==> src/rtl/load_store_unit_if.sv <==
// Core/RAM-facing signal bundle of the load/store unit.
// master: datapath + data RAM side; slave: the load_store_unit itself.
interface load_store_unit_if #(
    parameter int unsigned MEM_ADDR_BITS = 12
);
    logic                     req;
    logic                     we;
    logic [2:0]               funct3;
    logic [31:0]              addr;
    logic [31:0]              wdata;
    logic                     ready;
    logic                     done;
    logic                     fault;
    logic [31:0]              rdata;
    logic                     mem_en;
    logic                     mem_we;
    logic [3:0]               mem_be;
    logic [MEM_ADDR_BITS-1:0] mem_addr;
    logic [31:0]              mem_wdata;
    logic [31:0]              mem_rdata;

    modport master (
        output req, we, funct3, addr, wdata, mem_rdata,
        input  ready, done, fault, rdata, mem_en, mem_we, mem_be, mem_addr, mem_wdata
    );

    modport slave (
        input  req, we, funct3, addr, wdata, mem_rdata,
        output ready, done, fault, rdata, mem_en, mem_we, mem_be, mem_addr, mem_wdata
    );
endinterface

==> src/rtl/load_store_unit.sv <==
// Single-request data-memory access engine: alignment check, byte lanes,
// load extension and a one-cycle completion pulse for the control FSM.
module load_store_unit #(
    parameter int unsigned MEM_ADDR_BITS = 12,
    parameter int unsigned READ_LATENCY  = 1
) (
    input logic              clk,
    input logic              reset,
    load_store_unit_if.slave bus
);
    localparam int unsigned CNT_W = 2;
    localparam int unsigned OFF_W = 2;

    typedef enum logic [1:0] {IDLE, ACCESS, WAIT, DONE} state_t;

    state_t                   state_q, state_d;
    logic [CNT_W-1:0]         cnt_q, cnt_d;
    logic                     we_q, we_d;
    logic [2:0]               f3_q, f3_d;
    logic [OFF_W-1:0]         off_q, off_d;

    logic                     ready_q, ready_d;
    logic                     done_q, done_d;
    logic                     fault_q, fault_d;
    logic [31:0]              rdata_q, rdata_d;
    logic                     mem_en_q, mem_en_d;
    logic                     mem_we_q, mem_we_d;
    logic [3:0]               mem_be_q, mem_be_d;
    logic [MEM_ADDR_BITS-1:0] mem_addr_q, mem_addr_d;
    logic [31:0]              mem_wdata_q, mem_wdata_d;

    logic                     illegal_c;
    logic                     unused_addr_bits;

    // Address bits above the RAM word address wrap silently.
    assign unused_addr_bits = ^bus.addr[31:MEM_ADDR_BITS+2];

    assign illegal_c = (bus.funct3 == 3'b011) || (bus.funct3[2:1] == 2'b11)
                    || (bus.we && bus.funct3[2])
                    || ((bus.funct3[1:0] == 2'b01) && bus.addr[0])
                    || ((bus.funct3[1:0] == 2'b10) && (bus.addr[1:0] != 2'b00));

    function automatic logic [3:0] lane_be(input logic [2:0] f3, input logic [OFF_W-1:0] off);
        case (f3[1:0])
            2'b00:   return 4'b0001 << off;
            2'b01:   return off[1] ? 4'b1100 : 4'b0011;
            default: return 4'b1111;
        endcase
    endfunction

    function automatic logic [31:0] lane_wdata(input logic [2:0] f3, input logic [31:0] d);
        case (f3[1:0])
            2'b00:   return {4{d[7:0]}};
            2'b01:   return {2{d[15:0]}};
            default: return d;
        endcase
    endfunction

    function automatic logic [31:0] extract(input logic [2:0] f3, input logic [OFF_W-1:0] off,
                                            input logic [31:0] d);
        logic [7:0]  b;
        logic [15:0] h;
        b = d[{off, 3'b000} +: 8];
        h = off[1] ? d[31:16] : d[15:0];
        case (f3)
            3'b000:  return {{24{b[7]}}, b};
            3'b001:  return {{16{h[15]}}, h};
            3'b100:  return {24'b0, b};
            3'b101:  return {16'b0, h};
            default: return d;
        endcase
    endfunction

    // State, request latches and registered outputs.
    always_ff @(posedge clk or posedge reset) begin
        if (reset) begin
            state_q     <= IDLE;
            cnt_q       <= '0;
            we_q        <= 1'b0;
            f3_q        <= '0;
            off_q       <= '0;
            ready_q     <= 1'b1;
            done_q      <= 1'b0;
            fault_q     <= 1'b0;
            rdata_q     <= '0;
            mem_en_q    <= 1'b0;
            mem_we_q    <= 1'b0;
            mem_be_q    <= '0;
            mem_addr_q  <= '0;
            mem_wdata_q <= '0;
        end else begin
            state_q     <= state_d;
            cnt_q       <= cnt_d;
            we_q        <= we_d;
            f3_q        <= f3_d;
            off_q       <= off_d;
            ready_q     <= ready_d;
            done_q      <= done_d;
            fault_q     <= fault_d;
            rdata_q     <= rdata_d;
            mem_en_q    <= mem_en_d;
            mem_we_q    <= mem_we_d;
            mem_be_q    <= mem_be_d;
            mem_addr_q  <= mem_addr_d;
            mem_wdata_q <= mem_wdata_d;
        end
    end

    // Next state, latency counter and request latches.
    always_comb begin
        state_d = state_q;
        cnt_d   = cnt_q;
        we_d    = we_q;
        f3_d    = f3_q;
        off_d   = off_q;
        case (state_q)
            IDLE: begin
                if (bus.req) begin
                    we_d    = bus.we;
                    f3_d    = bus.funct3;
                    off_d   = bus.addr[OFF_W-1:0];
                    state_d = illegal_c ? DONE : ACCESS;
                end
            end
            ACCESS: begin
                if (we_q) begin
                    state_d = DONE;
                end else begin
                    state_d = WAIT;
                    cnt_d   = CNT_W'(READ_LATENCY - 1);
                end
            end
            WAIT: begin
                if (cnt_q == '0) state_d = DONE;
                else             cnt_d   = cnt_q - CNT_W'(1);
            end
            DONE:    state_d = IDLE;
            default: state_d = IDLE;
        endcase
    end

    // Next values of the registered outputs, decoded from the next state.
    always_comb begin
        ready_d     = (state_d == IDLE);
        done_d      = (state_d == DONE);
        mem_en_d    = (state_d == ACCESS);
        mem_we_d    = (state_d == ACCESS) && we_d;
        fault_d     = fault_q;
        rdata_d     = rdata_q;
        mem_be_d    = mem_be_q;
        mem_addr_d  = mem_addr_q;
        mem_wdata_d = mem_wdata_q;
        // Only an IDLE->DONE hop is a faulted request; fault holds between dones.
        if (state_d == DONE) fault_d = (state_q == IDLE) ? illegal_c : 1'b0;
        if ((state_q == WAIT) && (cnt_q == '0)) rdata_d = extract(f3_q, off_q, bus.mem_rdata);
        if ((state_q == IDLE) && bus.req) begin
            mem_be_d    = lane_be(bus.funct3, bus.addr[OFF_W-1:0]);
            mem_addr_d  = bus.addr[MEM_ADDR_BITS+1:2];
            mem_wdata_d = lane_wdata(bus.funct3, bus.wdata);
        end
    end

    assign bus.ready     = ready_q;
    assign bus.done      = done_q;
    assign bus.fault     = fault_q;
    assign bus.rdata     = rdata_q;
    assign bus.mem_en    = mem_en_q;
    assign bus.mem_we    = mem_we_q;
    assign bus.mem_be    = mem_be_q;
    assign bus.mem_addr  = mem_addr_q;
    assign bus.mem_wdata = mem_wdata_q;
endmodule

==> src/flat_wrapper.sv <==
// flat-port wrapper written by rule: the top's interface ports become plain ports
module load_store_unit_flat 
#(
    parameter int unsigned MEM_ADDR_BITS = 12,
    parameter int unsigned READ_LATENCY  = 1
)
  (clk, reset, bus_req, bus_we, bus_funct3, bus_addr, bus_wdata, bus_mem_rdata, bus_ready, bus_done, bus_fault, bus_rdata, bus_mem_en, bus_mem_we, bus_mem_be, bus_mem_addr, bus_mem_wdata);
  load_store_unit_if #(.MEM_ADDR_BITS(MEM_ADDR_BITS)) bus_i ();
  input logic clk;
  input logic reset;
  input wire logic [$bits(bus_i.req)-1:0] bus_req;
  input wire logic [$bits(bus_i.we)-1:0] bus_we;
  input wire logic [$bits(bus_i.funct3)-1:0] bus_funct3;
  input wire logic [$bits(bus_i.addr)-1:0] bus_addr;
  input wire logic [$bits(bus_i.wdata)-1:0] bus_wdata;
  input wire logic [$bits(bus_i.mem_rdata)-1:0] bus_mem_rdata;
  output wire logic [$bits(bus_i.ready)-1:0] bus_ready;
  output wire logic [$bits(bus_i.done)-1:0] bus_done;
  output wire logic [$bits(bus_i.fault)-1:0] bus_fault;
  output wire logic [$bits(bus_i.rdata)-1:0] bus_rdata;
  output wire logic [$bits(bus_i.mem_en)-1:0] bus_mem_en;
  output wire logic [$bits(bus_i.mem_we)-1:0] bus_mem_we;
  output wire logic [$bits(bus_i.mem_be)-1:0] bus_mem_be;
  output wire logic [$bits(bus_i.mem_addr)-1:0] bus_mem_addr;
  output wire logic [$bits(bus_i.mem_wdata)-1:0] bus_mem_wdata;
  assign bus_i.req = bus_req;
  assign bus_i.we = bus_we;
  assign bus_i.funct3 = bus_funct3;
  assign bus_i.addr = bus_addr;
  assign bus_i.wdata = bus_wdata;
  assign bus_i.mem_rdata = bus_mem_rdata;
  assign bus_ready = bus_i.ready;
  assign bus_done = bus_i.done;
  assign bus_fault = bus_i.fault;
  assign bus_rdata = bus_i.rdata;
  assign bus_mem_en = bus_i.mem_en;
  assign bus_mem_we = bus_i.mem_we;
  assign bus_mem_be = bus_i.mem_be;
  assign bus_mem_addr = bus_i.mem_addr;
  assign bus_mem_wdata = bus_i.mem_wdata;
  load_store_unit #(.MEM_ADDR_BITS(MEM_ADDR_BITS), .READ_LATENCY(READ_LATENCY)) u_core (.clk(clk), .reset(reset), .bus(bus_i));
endmodule
==> config.mk <==
export PLATFORM = sky130hd
export DESIGN_NAME = load_store_unit_flat
export DESIGN_NICKNAME = d
export VERILOG_FILES = /design/src/rtl/load_store_unit_if.sv /design/src/rtl/load_store_unit.sv /design/src/flat_wrapper.sv
export SDC_FILE = /design/constraint.sdc
export NUM_CORES = 1
export LEC_CHECK = 0
export ABC_AREA = 0
export CORE_ASPECT_RATIO = 0.8
export CORE_MARGIN = 10
export CORE_UTILIZATION = 39
export DETAILED_ROUTE_END_ITERATION = 12
export PLACE_DENSITY = 0.76
export SYNTH_ARGS = -nofsm -noshare
export SYNTH_HDL_FRONTEND = slang
export SYNTH_SLANG_ARGS = --single-unit
==> constraint.sdc <==
create_clock -name clk -period 2.8 [get_ports clk]
set_input_delay 0.42 -clock clk [delete_from_list [all_inputs] [get_ports clk]]
set_output_delay 0.42 -clock clk [all_outputs]
set_load 0.02 [all_outputs]
After elaboration in Yosys (flattened, before gate mapping)
Index checks and enable logic that the tools add are counted.
{"block": "word_totals", "regBits": 95, "inputBits": 103, "out_inout_bits": 85, "word_cells": 66}
{"block": "classes", "n_addsub": 1, "n_eq_ne": 14, "shift": 2, "mux": 16, "reduce_logical": 19}
{"op": "$pmux W32 S4", "count": 1}
{"op": "$pmux W32 S2", "count": 1}
{"op": "$shiftx A32 B6 Y8", "count": 1}
{"op": "$mux W16", "count": 1}
{"op": "$eq A2 B2 Y1 const B", "count": 5}
{"op": "$mux W2", "count": 5}
{"op": "$logic_not A2 Y1", "count": 4}
{"op": "$pmux W2 S4", "count": 1}
{"op": "$pmux W4 S2", "count": 1}
{"op": "$eq A2 B1 Y1 const B", "count": 3}
{"op": "$eq A3 B3 Y1 const B", "count": 2}
{"op": "$logic_and A1 B1 Y1", "count": 6}
{"op": "$logic_or A1 B1 Y1", "count": 4}
{"op": "$mux W1", "count": 4}
{"op": "$mux W4", "count": 1}
{"op": "$ne A2 B2 Y1 const B", "count": 2}
{"op": "$pmux W2 S2", "count": 1}
{"op": "$reduce_bool A2 Y1", "count": 2}
{"op": "$shl A1 B2 Y4 const A", "count": 1}
{"op": "$eq A3 B1 Y1 const B", "count": 1}
{"op": "$eq A3 B2 Y1 const B", "count": 1}
{"op": "$logic_not A3 Y1", "count": 1}
{"op": "$reduce_and A3 Y1", "count": 1}
{"op": "$reduce_and A2 Y1", "count": 1}
{"op": "$sub A2 B1 Y2 const B", "count": 1}

Depth between registers and ports, before layout
{"block": "depth", "word_depth": 10, "ltp_mapped": 8, "depth_no_buf": 7}

Worst setup path before layout
No wires, ideal clock.
{"block": "synth_path", "path_kind": "register -> register", "from": "register u_core.state_q[0]", "to": "register u_core.fault_q, in the netlist u_core.bus.fault", "setup_ns": 0.125, "arrival_time_ns": 1.706, "required_ns": 2.675, "setup_slack_ns": 0.969, "stages_incl_launch_ff": 8, "path_buffers": 0, "period_less_slack_ns": 1.831, "cell_sequence": "dfrtp_1 > inv_1 > ha_1 > nor3b_1 > or3_1 > inv_2 > and3_4 > mux2_4"}
{"block": "synth_between", "elab_chain_cells": 3, "elab_cells_between_ends": 9, "cone_classes": "eq/ne: 4; mux: 4; reduce/logical: 1"}
{"element": "start: declaration", "line": "load_store_unit.sv:16", "source": "state_t state_q, state_d;"}
{"element": "start signal: assignment", "line": "load_store_unit.sv:92", "source": "state_q <= state_d;"}
{"element": "$eq A2 B2 Y1, or another cell as far along", "line": "load_store_unit.sv:116", "source": "case (state_q)"}
{"element": "$pmux W2 S4 *", "line": "load_store_unit.sv:116"}
{"element": "via u_core.state_d[0]", "line": "load_store_unit.sv:16"}
{"element": "$eq A2 B2 Y1 *"}
{"element": "via u_core.done_d", "line": "load_store_unit.sv:23", "source": "logic done_q, done_d;"}
{"element": "end signal: assignment", "line": "load_store_unit.sv:99", "source": "fault_q <= fault_d;"}
{"element": "end: declaration", "line": "load_store_unit.sv:24", "source": "logic fault_q, fault_d;"}
The timed path passes the listed nets; every way through them passes the cells marked *.
A chain may end at the register's enable or synchronous reset.

Final worst setup path
{"block": "layout_path", "from": "register u_core.off_q[1]", "to": "register u_core.rdata_q[10], in the netlist u_core.bus.rdata[10]"}
{"block": "layout_between", "elab_chain_cells": 2, "elab_cells_between_ends": 3, "cone_classes": "shift: 1; mux: 2"}
{"element": "start: declaration", "line": "load_store_unit.sv:20", "source": "logic [OFF_W-1:0] off_q, off_d;"}
{"element": "start signal: assignment", "line": "load_store_unit.sv:81", "source": "off_q <= '0;"}
{"element": "start signal: assignment", "line": "load_store_unit.sv:96", "source": "off_q <= off_d;"}
{"element": "$shiftx A32 B6 Y8 / $mux W16 (equally long branches)", "line": "load_store_unit.sv:63, load_store_unit.sv:64"}
{"element": "$pmux W32 S4 *", "line": "load_store_unit.sv:65", "source": "case (f3)"}
{"element": "end signal: assignment", "line": "load_store_unit.sv:100", "source": "rdata_q <= rdata_d;"}
{"element": "end: declaration", "line": "load_store_unit.sv:25", "source": "logic [31:0] rdata_q, rdata_d;"}
Every way passes the cells marked *; elsewhere a longest branch is shown, timed or not.

==> key figures <==
Routing
  • DRC: 0
  • Final WL: 13.9 mm
  • Vias per cell: 5.25
  • Wire per inst: 18.4 um
  • DRT iter0 DRCs: 227
  • Pre-Repair DR Iteration Count: 5
  • Via count: 3,966
  • Routed Antenna Nets: 0

Timing
  • Fin crit share: 0.802
  • Relative slew slack: 0.444
  • Worst-margin pin slew: 0.832 ns
  • Max-slew violation count: 0
  • Fin worst setup slack: 0.553 ns
  • Final Hold Viols: 0
  • Max frequency: 445 MHz
  • Setup Viol. Count Final: 0
  • Unrepaired setup endpoints after global routing: no
  • Final Critical Period: 2.25 ns
  • Setup TNS: 0 ns
  • Worst Skew: 0.00623 ns

Synthesis
  • Cells after synthesis: 443
  • Leading area contributor after synthesis: dfrtp_1
  • Most frequent cells after synthesis: dfrtp_1, nand2_1, a21oi_1
  • Post-synth EDFFs: 0
  • Async set or reset register ratio after synthesis: 1.00
  • Count leader, synth: dfrtp_1
  • Number of synthesized register bits: 95
  • Post-synth top flop: dfrtp_1
  • Mean Syn Cell Area: 10.2 um^2
  • Ranking of synthesized cells by area: dfrtp_1, mux2i_1, mux2_2
  • Unique masters post-synth: 42
  • Syn_nets: 551
  • Synth warn: 0
  • Synth top area share: 0.519
  • Syn Std Cell Area: 4530 um^2
  • Register area share after synthesis: 0.525

CTS
  • # hold bufs at CTS: 0
  • CTS tree: yes
  • CTS resizes: 0
  • # clock sinks: 95
  • Maximum clock insertion buffer count: 2
  • H-tree depth: 3
  • Reg clk slew, reported paths: 0.07 ns
  • Clk_lat worst skew: 0.34 ns
  • CTS Buf Count: 9
  • Post-CTS setup repair buffer count: 0
  • CTS root buffer: clkbuf_16

Run status
  • Status: complete, no violations

Finish
  • Fraction of layout cells with a size suffix above 1: 0.112
  • Finished Core Util: 0.582
  • ANT cells: 0
  • Layout Cells excl Fill: 756
  • Layout fillers: 927
  • Multi-input gate area: 2010 um^2
  • Register Area: 2380 um^2
  • Final Instance Area: 6650 um^2
  • Nets@finish: 711
  • Area delta synth->final: 46.7%

Place
  • Placed Area: 6370 um^2
  • Cells after DPL: 740
  • Placement Setup Slack: 0.551 ns
  • Detailed placement HPWL: 10.5 mm
  • Gpl congestion: 0.849
  • IO Port Bufs: 169

Worst setup path
  • Critical Path Fanout Max: 21
  • CP max stage delay: 0.87 ns
  • Crit end category: register
  • CP Launch Type: register
  • CP cell instances: mux4_2 -> nor3b_2 -> nor3_4 -> a21oi_1
  • CP max-delay cell: dfrtp_1
  • Required time of the critical path: 3.00 ns
  • Buf+Inv Stages, Crit Path: 0
  • Crit Path Class: register to register
  • WP data arrival: 2.45 ns
  • Cell family with most CP delay: flip-flops
  • Number of cells on the critical path: 4
  • R2R depth: 4

Global routing
  • First-pass GRT wire length: 21.8 mm
  • Initial antenna violation count: 0
  • Overall Global Routing Usage: 0.165
  • Pin count of the biggest net entering global routing: 79
  • Vias in the first global route: 4,136
  • Grt ovf: 0

Floorplanning
  • Initial core utilization: 0.396
  • Core Area: 11,400 um^2
  • Die ar.: 16,400 um^2
  • Die height: 116 um
  • Cell Rows: 35
  • # IOs: 188
  • Die Span X: 141 um

Min path
  • Worst hold path class: input pin to asynchronous set/reset pin

Run
  • Total of max-cap violations: 0

Pwr
  • Maximum vdd drop: 0.684 mV
  • Pwr dens: 1160 nW/um^2
  • LEAKAGE: 0.00277 uW
-- kinds of logic (layout without fill, tap and decap cells) --
| group | after synthesis | count (layout) | synth area share |
|---|---|---|---|
| buffers and inverters | 35 | 200 | 0.0329 |
| adders and majority gates | 5 | 5 | 0.0138 |
| and+or+nand+nor | 133 | 133 | 0.140 |
| AOI/OAI and AO/OA | 114 | 114 | 0.143 |
| DFF | 95 | 95 | 0.525 |
| muxes | 61 | 61 | 0.145 |
-- routing by layer --
metal,wire [um],up-vias,global-route usage
li1,-,1882,-
met1,5940,1903,0.199
met2,6320,159,0.262
met3,1390,22,0.0756
met4,236,0,0.0453
met5,0,-,0
-- cell type report --
type                    count  area share
flip-flops and latches     95       0.358
multi-input cells         313       0.302
repair buffers            176       0.266
clock buffers              11      0.0365
well taps                 148      0.0278
clock inverters             5     0.00508
inverters                   8     0.00508
-- stage by stage --
stage                     hold WS [ns]  power [uW]
final                            0.423        7690
after global routing             0.436        8210
after CTS                        0.426        7770
after detailed placement         0.469        6580
after global placement           0.463        6470
after floorplan                  0.449        4730
-- report_power, final --
part	internal (uW)	total [uW]	switching, uW
Sequential	2050	2510	463
Combinational	1890	4030	2150
Clock	625	1140	518
Total	4560	7690	3130
-- registers in the layout, summed over array words and instances (netlist names), 2 cells and up --
register,flops
u_core.bus.mem_addr,12
u_core.state_q,2
u_core.bus.mem_wdata,32
u_core.bus.rdata,32
u_core.off_q,2
u_core.cnt_q,2
u_core.bus.mem_be,4
u_core.f3_q,3
-- worst reg2reg max path, delay by kind of cell (launching register included) --
kind | cells | cell delay, ns
AO/OA/AOI/OAI | 1 | 0.13
flip-flops | 1 | 0.87
multiplexers | 1 | 0.61
AND/OR/NAND/NOR | 2 | 0.51
-- placed cells by master, fill, tap and decap left out, types with 8 or more instances in the layout --
cell type / n
dfrtp_1: 94
nand3b_1: 8
o21ai_0: 38
a21oi_1: 50
clkbuf_16: 9
o31ai_1: 8
mux2i_1: 34
clkdlybuf4s50_1: 169
mux2_2: 25
or2_2: 9
nand2_1: 63
nor2_1: 30
or3_1: 8
-- path summary, 6_finish.rpt --
path / end / slack, ns / startpoint
min: u_core.bus.mem_wdata[16] / 0.42 / reset
max: u_core.bus.rdata[10] / 0.55 / u_core.off_q[1]
min in group clk: u_core.bus.mem_wdata[20] / 0.48 / u_core.bus.mem_wdata[20]
max reg2reg: u_core.bus.rdata[10] / 0.55 / u_core.off_q[1]
min reg2reg: u_core.bus.mem_wdata[20] / 0.48 / u_core.bus.mem_wdata[20]
max in group asynchronous: u_core.bus.mem_addr[5] / 1.65 / reset
Power figures use the tool's default switching activity.
